===== src/rtl/alarm_pkg.sv =====
// Shared definitions for the alarm trigger block: field widths and FSM encoding.
package alarm_pkg;

  localparam int unsigned HOUR_W = 5;   // hour field, 0..23
  localparam int unsigned MIN_W  = 6;   // minute field, 0..59
  localparam int unsigned SECT_W = 9;   // second timer, 1..511
  localparam int unsigned CNT_W  = 2;   // snooze counter, 0..3

  typedef enum logic [1:0] {
    ST_IDLE    = 2'd0,
    ST_RINGING = 2'd1,
    ST_SNOOZE  = 2'd2
  } state_t;

endpackage


===== src/rtl/alarm_sec_timer.sv =====
// Loadable second down-counter shared by the ring and snooze phases.
// Ports:
//   clock, reset      system clock, async active-high reset
//   load, load_val    load the counter (load beats tick)
//   tick              decrement request (one per second)
//   expire_c          tick arriving while the count is 1
module alarm_sec_timer
  import alarm_pkg::*;
(
  input  logic              clock,
  input  logic              reset,
  input  logic              load,
  input  logic [SECT_W-1:0] load_val,
  input  logic              tick,
  output logic              expire_c
);

  logic [SECT_W-1:0] r_count;

  // Counter saturates at zero; it is only refreshed by a load.
  always_ff @(posedge clock or posedge reset) begin
    if (reset) begin
      r_count <= '0;
    end else if (load) begin
      r_count <= load_val;
    end else if (tick && (r_count != '0)) begin
      r_count <= r_count - SECT_W'(1);
    end
  end

  assign expire_c = tick & (r_count == SECT_W'(1));

endmodule


===== src/rtl/alarm_trigger.sv =====
// Alarm trigger: compares current time against the stored alarm time and
// runs the ring / timeout / snooze / stop sequence driving the buzzer.
// Optional snooze support is built only when ALARM_SNOOZE_EN is defined;
// otherwise snooze_btn is ignored and snoozing / snooze_cnt stay 0.
// Ports:
//   clock, reset                 system clock, async active-high reset
//   tick_1hz                     one-clock pulse per second
//   time_hour, time_min          running time
//   alarm_hour, alarm_min        stored alarm time
//   alarm_on                     alarm armed (level)
//   stop_btn, snooze_btn         single-cycle debounced button pulses
//   buzzer                       beep drive, alternate seconds while ringing
//   ringing, snoozing            state indicators
//   snooze_cnt                   snoozes used in the current alarm event
module alarm_trigger
  import alarm_pkg::*;
#(
  parameter int unsigned RING_TIMEOUT_S = 60,
  parameter int unsigned SNOOZE_S       = 300,
  parameter int unsigned MAX_SNOOZE     = 3
) (
  input  logic              clock,
  input  logic              reset,
  input  logic              tick_1hz,
  input  logic [HOUR_W-1:0] time_hour,
  input  logic [MIN_W-1:0]  time_min,
  input  logic [HOUR_W-1:0] alarm_hour,
  input  logic [MIN_W-1:0]  alarm_min,
  input  logic              alarm_on,
  input  logic              stop_btn,
  input  logic              snooze_btn,
  output logic              buzzer,
  output logic              ringing,
  output logic              snoozing,
  output logic [CNT_W-1:0]  snooze_cnt
);

  state_t            r_state;
  state_t            w_next;
  logic              r_match_d;
  logic              r_beep_phase;
  logic              w_match;
  logic              w_trigger;
  logic              w_beep_next;
  logic [CNT_W-1:0]  w_snz_cnt_next;
  logic              w_load;
  logic [SECT_W-1:0] w_load_val;
  logic              w_tick;
  logic              w_expire;
  logic              w_snz_press;

  // Rising edge of the match gives one trigger per matching minute.
  assign w_match   = alarm_on & (time_hour == alarm_hour) & (time_min == alarm_min);
  assign w_trigger = w_match & ~r_match_d;

`ifdef ALARM_SNOOZE_EN
  // Snooze only acts while ringing; in SNOOZE it is ignored and does not drop a tick.
  assign w_snz_press = snooze_btn & (r_state == ST_RINGING);
`else
  logic w_unused_snz;
  assign w_snz_press  = 1'b0;
  assign w_unused_snz = ^{snooze_btn, SECT_W'(SNOOZE_S), CNT_W'(MAX_SNOOZE)};
`endif

  // A button press in the same cycle wins over the tick, so the tick is dropped.
  assign w_tick = tick_1hz & alarm_on & ~stop_btn & ~w_snz_press & (r_state != ST_IDLE);

  alarm_sec_timer u_sec_timer (
    .clock    (clock),
    .reset    (reset),
    .load     (w_load),
    .load_val (w_load_val),
    .tick     (w_tick),
    .expire_c (w_expire)
  );

  // State register.
  always_ff @(posedge clock or posedge reset) begin
    if (reset) begin
      r_state <= ST_IDLE;
    end else begin
      r_state <= w_next;
    end
  end

  // Next-state, timer load and event bookkeeping.
  always_comb begin
    w_next         = r_state;
    w_load         = 1'b0;
    w_load_val     = SECT_W'(RING_TIMEOUT_S);
    w_beep_next    = r_beep_phase;
    w_snz_cnt_next = snooze_cnt;

    if (!alarm_on) begin
      w_next = ST_IDLE;
    end else begin
      unique case (r_state)
        ST_IDLE: begin
          if (w_trigger) begin
            w_next      = ST_RINGING;
            w_load      = 1'b1;
            w_beep_next = 1'b1;
          end
        end
        ST_RINGING: begin
          if (stop_btn) begin
            w_next = ST_IDLE;
`ifdef ALARM_SNOOZE_EN
          end else if (w_snz_press) begin
            if (snooze_cnt < CNT_W'(MAX_SNOOZE)) begin
              w_next         = ST_SNOOZE;
              w_load         = 1'b1;
              w_load_val     = SECT_W'(SNOOZE_S);
              w_snz_cnt_next = snooze_cnt + CNT_W'(1);
            end else begin
              w_next = ST_IDLE;
            end
`endif
          end else if (w_tick) begin
            w_beep_next = ~r_beep_phase;
            if (w_expire) begin
              w_next = ST_IDLE;
            end
          end
        end
`ifdef ALARM_SNOOZE_EN
        ST_SNOOZE: begin
          if (stop_btn) begin
            w_next = ST_IDLE;
          end else if (w_expire) begin
            w_next      = ST_RINGING;
            w_load      = 1'b1;
            w_beep_next = 1'b1;
          end
        end
`endif
        default: begin
          w_next = ST_IDLE;
        end
      endcase
    end

    // Every return to IDLE closes the alarm event.
    if (w_next == ST_IDLE) begin
      w_snz_cnt_next = '0;
    end
  end

  // Registered outputs, aligned with the state they describe.
  always_ff @(posedge clock or posedge reset) begin
    if (reset) begin
      r_match_d    <= 1'b0;
      r_beep_phase <= 1'b0;
      snooze_cnt   <= '0;
      ringing      <= 1'b0;
      buzzer       <= 1'b0;
      snoozing     <= 1'b0;
    end else begin
      r_match_d    <= w_match;
      r_beep_phase <= w_beep_next;
      snooze_cnt   <= w_snz_cnt_next;
      ringing      <= (w_next == ST_RINGING);
      buzzer       <= (w_next == ST_RINGING) & w_beep_next;
      snoozing     <= (w_next == ST_SNOOZE);
    end
  end

endmodule


===== config.mk =====
export PLATFORM = sky130hd
export DESIGN_NAME = alarm_trigger
export DESIGN_NICKNAME = d
export VERILOG_FILES = /design/src/rtl/alarm_pkg.sv /design/src/rtl/alarm_sec_timer.sv /design/src/rtl/alarm_trigger.sv
export SDC_FILE = /design/constraint.sdc
export NUM_CORES = 1
export LEC_CHECK = 0
export ABC_AREA = 1
export CORE_MARGIN = 2
export CORE_UTILIZATION = 47
export CTS_CLUSTER_DIAMETER = 80
export CTS_CLUSTER_SIZE = 12
export DETAILED_ROUTE_END_ITERATION = 8
export GPL_TIMING_DRIVEN = 0
export PLACE_DENSITY = 0.82
export SLEW_MARGIN = 20
export SYNTH_ARGS = -nofsm -noshare
export SYNTH_HDL_FRONTEND = slang
export SYNTH_SLANG_ARGS = --single-unit
export TNS_END_PERCENT = 30

===== constraint.sdc =====
create_clock -name clock -period 1.8 [get_ports clock]
set_clock_uncertainty 0.1 [all_clocks]
set_input_delay 0.36 -clock clock [delete_from_list [all_inputs] [get_ports clock]]
set_output_delay 0.36 -clock clock [all_outputs]
set_load 0.02 [all_outputs]

==> results.py <==
metrics = {
    "cells_and_area": {
        "fin_area_sq_um": 1520,
        "final_core_util": 0.674,
        "syn2layout_area_growth_pct": 32.5,
        "layout-drive-gt1-share": 0.132,
        "diodes": 0,
        "final_nets": 237,
    },
    "route": {
        "routed_wl_um": 2450,
        "drt_iter0_markers": 13,
        "first_pass_iters": 4,
        "post_drt_wl_per_cell_um": 10.5,
        "vias_per_cell": 4.79,
        "ant_nets": 0,
        "drc": 0,
        "vias": 1117,
    },
    "logic_synthesis": {
        "synth_cells": 169,
        "ys.flop_type": "dfrtp_1",
        "synth_edf_count": 0,
        "synth_top_area_frac": 0.349,
        "yosysSeqAreaShare": 0.349,
        "netlist_area_sq_um": 1150,
        "post-synth-top-count-cell": "nand2_1",
        "avgSynthCellArea_sq_um": 6.79,
        "synth-seq-cells": 16,
        "ys_warn_count": 0,
        "yosysTopAreaCell": "dfrtp_1",
        "async_reset_ff_frac": 1.00,
        "synthTopCellsByCount": "48 x nand2_1, 35 x inv_1, 17 x nor2_1",
        "synth.top_cells.by_area": "dfrtp_1 35%, nand2_1 16%, inv_1 11%",
        "ys_types": 23,
    },
    "floorplanning": {
        "pin_count": 33,
        "die_h_um": 53.4,
        "placementRows": 17,
        "core-area_sq_um": 2250,
        "die_area_sq_um": 2850,
        "start_util": 0.509,
        "die_w_um": 53.4,
    },
    "global_route": {
        "grt.total_usage": 0.212,
        "antenna_found_initial": 0,
        "grt_pass1_wl_um": 4350,
        "grt_pass1_vias": 1099,
        "grt_overflow": 0,
        "grt_start_max_net_pins": 17,
    },
    "timing": {
        "timing.final.ws_setup_ns": 0.0987,
        "hold_viol_final": 0,
        "rsz0062_at_grt": "no",
        "finalCriticalPeriod_ns": 1.70,
        "setup_viol": 0,
        "slew_viol_final": 0,
        "slew_headroom": 0.595,
        "fmax_ghz": 0.588,
        "worst_pin_slew_ns": 0.607,
        "finalCritPeriodShare": 0.945,
        "fin_hold_ws_ns": 0.329,
    },
    "run": {
        "drv_cap": 0,
    },
    "clock_tree": {
        "postCtsSetupBuffers": 0,
        "htree_num_levels": 1,
        "clk_pin_slew_ns": 0.10,
        "cts_tree": "done",
        "cts-resized-gates": 0,
        "clkSinkCount": 16,
        "hold_buffers": 0,
        "clockBufferDepth": 2,
        "cts_buffers": 3,
        "clk_latency_ns": 0.29,
        "cts-root-buf": "clkbuf_4",
    },
    "worst_setup_path": {
        "slowest_stage": "clkdlybuf4s50_1",
        "required_ns": 1.34,
        "path_cells": "clkdlybuf4s50_1",
        "max_stage_delay_ns": 0.61,
        "cp.arrival_ns": 1.24,
        "startpoint_type": "flop",
        "cpLargestDelayFamily": "buffers and inverters",
        "rr_startpoint": "u_sec_timer.r_count[0]",
        "reg2reg_slack_ns": 0.25,
        "crit_type": "reg2out",
        "reg2reg_to": "u_sec_timer.r_count[7]",
        "endpoint_kind": "output port",
        "crit_fanout": 1,
        "r2r_cells": 10,
        "cp_num_buf_inv": 1,
    },
    "pwr": {
        "cellLeakagePower_nw": 0.816,
        "power_density_nw_per_um2": 774,
        "ir_drop_mv": 0.882,
    },
    "place": {
        "dp_slack_ns": -0.149,
        "placedInstanceArea_sq_um": 1480,
        "port_buffers": 29,
        "gp_congestion": 0.815,
        "hpwl_um": 2080,
    },
    "status": {
        "status": "finished, final reports clean",
    },
    "hold_path": {
        "hold_path.class": "in2async",
    },
}
==> layer usage <==
layer | part of all wire | global-route usage
met5 | 0 | 0
met1 | 0.43 | 0.235
met3 | 0.033 | 0.0537
met4 | 0 | 0.0385
met2 | 0.53 | 0.401
==> worst max path at each step <==
stage	start	endpoint	slack (ns)	depth (start not counted)
finish	ringing	ringing	0.1	1
global route	ringing	ringing	0.03	1
CTS	ringing	ringing	0.08	1
detailed placement	alarm_min[1]	u_sec_timer.r_count[0]	-0.15	11
global placement	alarm_min[1]	u_sec_timer.r_count[1]	-0.11	11
floorplan	u_sec_timer.r_count[0]	u_sec_timer.r_count[8]	0.39	11
==> through the flow <==
step / setup TNS [ns] / power (W) / std cells
global route: 0 / 0.00128 / 233
CTS: 0 / 0.00119 / 233
detailed placement: -0.964 / 0.000948 / 229
global placement: -0.487 / 0.000920 / 229
floorplan: 0 / 0.000809 / 172
finish: 0 / 0.00118 / 233
==> power breakdown <==
group	switching, W	internal (W)
Clock	0.000114	0.000123
Sequential	0.0000942	0.000436
Combinational	0.000227	0.000182
==> cell families after synthesis <==
family | after synthesis | synth area share
adder cells (fa/ha/maj) | 3 | 0.0327
flip-flops | 16 | 0.349
AO/OA/AOI/OAI | 5 | 0.0251
XOR/XNOR | 3 | 0.0229
AND/OR/NAND/NOR | 101 | 0.423
buffers and inverters | 40 | 0.144
other | 1 | 0.00327
==> flip-flops by register name, summed over array words and instances (netlist names) <==
name,flops
r_state,2
u_sec_timer.r_count,9
r_beep_phase,1
ringing,1
r_match_d,1
snoozing,1
buzzer,1
==> layout by cell type, fill, tap and decap left out <==
master	n
nor2_4	2
or2_2	2
nor2_1	17
clkbuf_8	1
nor2_2	5
nor3_1	3
clkbuf_4	3
conb_1	4
ha_1	3
nand2_1	48
o21ai_1	1
o21ai_2	1
dfrtp_1	16
nand2_2	2
o21ai_0	3
nand4_1	4
inv_1	35
nor3_2	1
clkdlybuf4s50_1	29
nor4_1	2
buf_6	1
nand3_2	5
nand3_1	10
buf_4	2
xnor2_1	3
inv_2	2
==> layout make-up <==
cell class	count	area, sq um
fill	207	734
multi-input combinational	116	593
sequential	16	400
timing repair buffer	29	290
inverter	37	139
clock buffer	4	36.3
tap	28	35.0
buffer	3	26.3
Note: power is estimated with default switching activity, not from simulation.
